[src/rtl/fetch_ctrl.sv]
// Fetch-stage redirect controller: picks the next PC among sequential fetch,
// branch, buffered branch, exception entry and eret, honouring the IF stall.
module fetch_ctrl #(
  parameter logic [31:0] TEXT_START  = 32'h0000_3000,
  parameter logic [31:0] EXC_HANDLER = 32'h0000_4180,
  parameter int          CNT_W       = 16
) (
  input  logic             clk,
  input  logic             reset,
  input  logic             stall,
  input  logic [31:0]      pc,
  input  logic             br_req,
  input  logic [31:0]      br_target,
  input  logic             exc_req,
  input  logic             eret_req,
  input  logic [31:0]      epc,
  output logic [31:0]      npc,
  output logic             pc_en,
  output logic             flush_if,
  output logic             pending,
  output logic [CNT_W-1:0] redirect_cnt
);

  typedef enum logic [1:0] {
    ST_RUN    = 2'd0,
    ST_PEND   = 2'd1,
    ST_SQUASH = 2'd2
  } state_t;

  // Which rule owns this cycle; both next-state and output logic key off it.
  typedef enum logic [2:0] {
    SRC_SEQ,
    SRC_EXC,
    SRC_ERET,
    SRC_PEND,
    SRC_BR,
    SRC_BR_DEFER,
    SRC_HOLD
  } src_t;

  state_t      state_q, state_d;
  logic [31:0] pend_tgt_q, pend_tgt_d;
  src_t        src;
  logic        redirect;

  // NOTE: sequential state uses non-blocking assignments so every register
  // samples the pre-edge value of every other register.
  always_ff @(posedge clk or negedge reset) begin
    if (!reset) begin
      state_q    <= ST_RUN;
      pend_tgt_q <= '0;
    end else begin
      state_q    <= state_d;
      pend_tgt_q <= pend_tgt_d;
    end
  end

  // Priority arbitration: exception, eret, held branch, squash, live branch.
  always_comb begin
    src = SRC_SEQ;
    if (exc_req) begin
      src = SRC_EXC;
    end else if (eret_req) begin
      src = SRC_ERET;
    end else begin
      unique case (state_q)
        ST_PEND:   src = stall ? SRC_HOLD : SRC_PEND;
        ST_SQUASH: src = SRC_SEQ;
        default:   if (br_req) src = stall ? SRC_BR_DEFER : SRC_BR;
      endcase
    end
  end

  // NOTE: every comb output gets a default before the case so no path can
  // leave it unassigned and infer a latch.
  always_comb begin
    state_d    = state_q;
    pend_tgt_d = pend_tgt_q;
    unique case (src)
      SRC_EXC, SRC_ERET: begin
        state_d    = ST_SQUASH;
        pend_tgt_d = '0;
      end
      SRC_BR_DEFER: begin
        state_d    = ST_PEND;
        pend_tgt_d = br_target;
      end
      SRC_HOLD: state_d = ST_PEND;
      default:  state_d = ST_RUN;
    endcase
  end

  always_comb begin
    npc      = pc + 32'd4;
    pc_en    = !stall;
    flush_if = 1'b0;
    redirect = 1'b0;
    unique case (src)
      SRC_EXC: begin
        npc      = EXC_HANDLER;
        pc_en    = 1'b1;
        flush_if = 1'b1;
        redirect = 1'b1;
      end
      SRC_ERET: begin
        npc      = epc;
        pc_en    = 1'b1;
        flush_if = 1'b1;
        redirect = 1'b1;
      end
      SRC_PEND: begin
        npc      = pend_tgt_q;
        pc_en    = 1'b1;
        redirect = 1'b1;
      end
      SRC_BR: begin
        npc      = br_target;
        pc_en    = 1'b1;
        redirect = 1'b1;
      end
      SRC_BR_DEFER: begin
        npc   = br_target;
        pc_en = 1'b0;
      end
      SRC_HOLD: begin
        npc   = pend_tgt_q;
        pc_en = 1'b0;
      end
      default: ;
    endcase
    // The PC register sees TEXT_START for as long as reset is held.
    if (!reset) begin
      npc      = TEXT_START;
      pc_en    = 1'b0;
      flush_if = 1'b0;
      redirect = 1'b0;
    end
  end

  assign pending = (state_q == ST_PEND);

  always_ff @(posedge clk or negedge reset) begin
    if (!reset) begin
      redirect_cnt <= '0;
    end else if (pc_en && redirect) begin
      redirect_cnt <= redirect_cnt + 1'b1;
    end
  end

endmodule

[config.mk]
export PLATFORM = sky130hd
export DESIGN_NAME = fetch_ctrl
export DESIGN_NICKNAME = d
export VERILOG_FILES = /design/src/rtl/fetch_ctrl.sv
export SDC_FILE = /design/constraint.sdc
export NUM_CORES = 1
export LEC_CHECK = 0
export CAP_MARGIN = 0
export CORE_MARGIN = 10
export CORE_UTILIZATION = 48
export CTS_BUF_LIST = sky130_fd_sc_hd__clkbuf_4
export DETAILED_ROUTE_END_ITERATION = 8
export HOLD_SLACK_MARGIN = 0.05
export PLACE_DENSITY = 0.86
export SYNTH_ARGS = -nofsm -noshare
export SYNTH_HDL_FRONTEND = slang
export SYNTH_SLANG_ARGS = --single-unit
[constraint.sdc]
create_clock -name clk -period 7.5 [get_ports clk]
set_input_delay 1.875 -clock clk [delete_from_list [all_inputs] [get_ports clk]]
set_output_delay 1.875 -clock clk [all_outputs]
set_load 0.05 [all_outputs]
==> results.toml <==
[floorplan]
ios = 153
num_rows = 32
dieWidth_um = 108
coreArea_um2 = 7650
initial_core_util = 0.488
die_h_um = 108
die-area_um2 = 11700

[final_layout]
layout-drive-gt1-share = 0.0592
fillers = 581
design_area_um2 = 5400
fin_cells = 660
nNetsFinal = 663
area.growth.synth_to_final_pct = 44.7
final_util = 0.706

[drt]
vias = 4277
drcViolationCount = 0
antenna_left = 0
via_per_inst = 6.48
routed_wl_mm = 14.7
drt-pass1-iter-count = 5
wl_per_cell_um = 22.3
drtIter0Drc = 476

[synth]
async_flop_share = 1.00
synth_area_um2 = 3730
synth_cells = 418
synth_top_area_frac = 0.335
synth-seq-cells = 50
synth_area_leader_cell = "dfrtp_1"
syn_avg_cell_area_um2 = 8.93
yosysSeqAreaShare = 0.335
synth_warnings = 0
synth_top_cells_by_count = "50 x dfrtp_1, 40 x a22o_1, 33 x xnor2_1"
dominantRegCellSynth = "dfrtp_1"
syn_nets = 524
synth_edf_count = 0
yosysUniqueCellTypes = 55
synthTopCellsByArea = "dfrtp_1 34%, a22o_1 9.4%, xnor2_1 7.7%"
synth_most_common_cell = "dfrtp_1"

[sta]
maxSlewHeadroom = 0.458
rsz0062_at_grt = "false"
period_share = 0.921
fin_tns_setup_ns = 0
max_freq_ghz = 0.145
worst_slack_ns = 0.590
hold_viol = 0
fin_hold_ws_ns = 0.502
worst_pin_slew_ns = 0.813
setup_viol = 0
skew_ns = 0.0134
maxSlewViolCount = 0
fin_crit_ns = 6.91

[worst_setup_path]
crit_path_max_fanout = 21
r2r-start = "state_q[1]$_DFF_PN0_"
startpoint = "br_req"
rr_worst_depth = 7
crit_type = "primary input to primary output"
cp.arrival_ns = 5.03
worstSetupStartpointType = "primary input"
r2r-end = "redirect_cnt[7]$_DFFE_PN0P_"
required_ns = 5.62
cp-end-kind = "primary output"
r2r_slack_ns = 4.56

[clocking]
clk_path_buf_depth = 2
cts_made_buffers = 5
clock-root-buffer = "clkbuf_4"
cts_max_level = 2
insertion_delay_ns = 0.37
cts.reportedPaths.clkPinSlew_ns = 0.15
cts_tree = "done"
post_cts_buffers = 0
numClockSinks = 50
cts-hold-fix-buffers = 0
cts_resized = 0

[min_path]
whs_endpoint = "redirect_cnt[15]$_DFFE_PN0P_"
hp-start = "redirect_cnt[15]$_DFFE_PN0P_"
holdPathStages = 1
hp-class = "flop to flop"

[global_route]
grt_pass1_wl_mm = 22.2
overflow = 0
antenna_found_initial = 0
first_global_vias = 3949
grt_use_total = 0.237
grt_start_max_net_pins = 68

[pwr]
switchingPower_uw = 341
seqPwrFrac = 0.390
p_int_uw = 474
pwr-share-clk = 0.157
comb_power_share = 0.453
p_per_area_nw_per_um2 = 151
irDropWorstVdd_uv = 226
swShare = 0.418
p_leak_nw = 2.06
p_total_uw = 815

[place]
place_hpwl_mm = 11.2
gp_congestion = 0.990
numPortBuffers = 152
place_area_um2 = 5340
dp_slack_ns = 0.678
dp_cells = 652

[run]
cap_violations = 0

[outcome]
status = "completed"
==> per-layer routing <==
layer,routed length [um],global-route usage
met5,0,0
met4,385,0.0668
met3,1960,0.0791
met2,6590,0.356
met1,5760,0.316
==> registers in the layout (all words and copies together) (netlist names) <==
signal	cells
pend_tgt_q	32
redirect_cnt	16
state_q	2
==> cell usage in the layout (no fill, tap or decap), drive strengths merged, types with 2 or more instances in the layout <==
cell / count
ha: 4
clkdlybuf4s50: 151
a31oi: 6
o41ai: 2
or2: 3
dfrtp: 50
a22o: 40
nand2: 30
a221o: 4
nor4: 7
xor2: 8
clkbuf: 5
a21oi: 29
a22oi: 15
nand3: 15
and4: 6
buf: 11
a32oi: 2
and3: 7
nor2: 15
a221oi: 10
a211oi: 12
a222oi: 5
o22ai: 2
inv: 10
nand3b: 3
nor4b: 3
o211a: 3
nand4: 15
xnor2: 33
nor3: 12
nand2b: 3
o21ai: 16
and2: 6
==> kinds of logic after synthesis <==
| group | count (synthesis) | synth area share |
|---|---|---|
| DFF | 50 | 0.335 |
| xor gates and xnor gates | 41 | 0.0962 |
| AOI/OAI and AO/OA | 155 | 0.316 |
| and+or+nand+nor | 130 | 0.195 |
| adders and majority gates | 4 | 0.0134 |
| buffers and inverters | 38 | 0.0442 |
==> worst max path at each step <==
stage,slack [ns],endpoint
final,0.59,npc[21]
after global routing,0.48,npc[20]
after CTS,0.67,npc[21]
after detailed placement,0.68,npc[21]
after global placement,0.80,npc[28]
after floorplan,1.30,npc[28]
==> power by group through the flow <==
| stage | Sequential (mW) | Clock, mW | Combinational [mW] |
|---|---|---|---|
| 2_1_floorplan | 0.383 | 0 | 0.139 |
| 3_3_place_gp | 0.320 | 0 | 0.362 |
| 3_5_place_dp | 0.322 | 0 | 0.367 |
| 4_1_cts | 0.318 | 0.132 | 0.368 |
| 5_1_grt | 0.321 | 0.139 | 0.388 |
| 6_report | 0.318 | 0.128 | 0.369 |
==> worst max-delay path: stages <==
cell	delay (ns)
clkdlybuf4s50_1	0.57
o21ai_0	0.43
o221a_2	0.58
buf_4	0.30
a21oi_1	0.07
a221oi_1	0.33
clkdlybuf4s50_1	0.88
==> layout make-up <==
| cell class | count | area, um2 | area share |
|---|---|---|---|
| Clock inverter | 2 | 17.5 | 0.00324 |
| Sequential cell | 50 | 1250 | 0.232 |
| Tap cell | 102 | 128 | 0.0236 |
| Inverter | 8 | 30.0 | 0.00556 |
| Timing Repair Buffer | 162 | 1590 | 0.295 |
| Clock buffer | 5 | 37.5 | 0.00695 |
| Multi-Input combinational cell | 330 | 2340 | 0.434 |
| Antenna cell | 1 | 2.50 | 0.000463 |
Power figures use the tool's default switching activity.
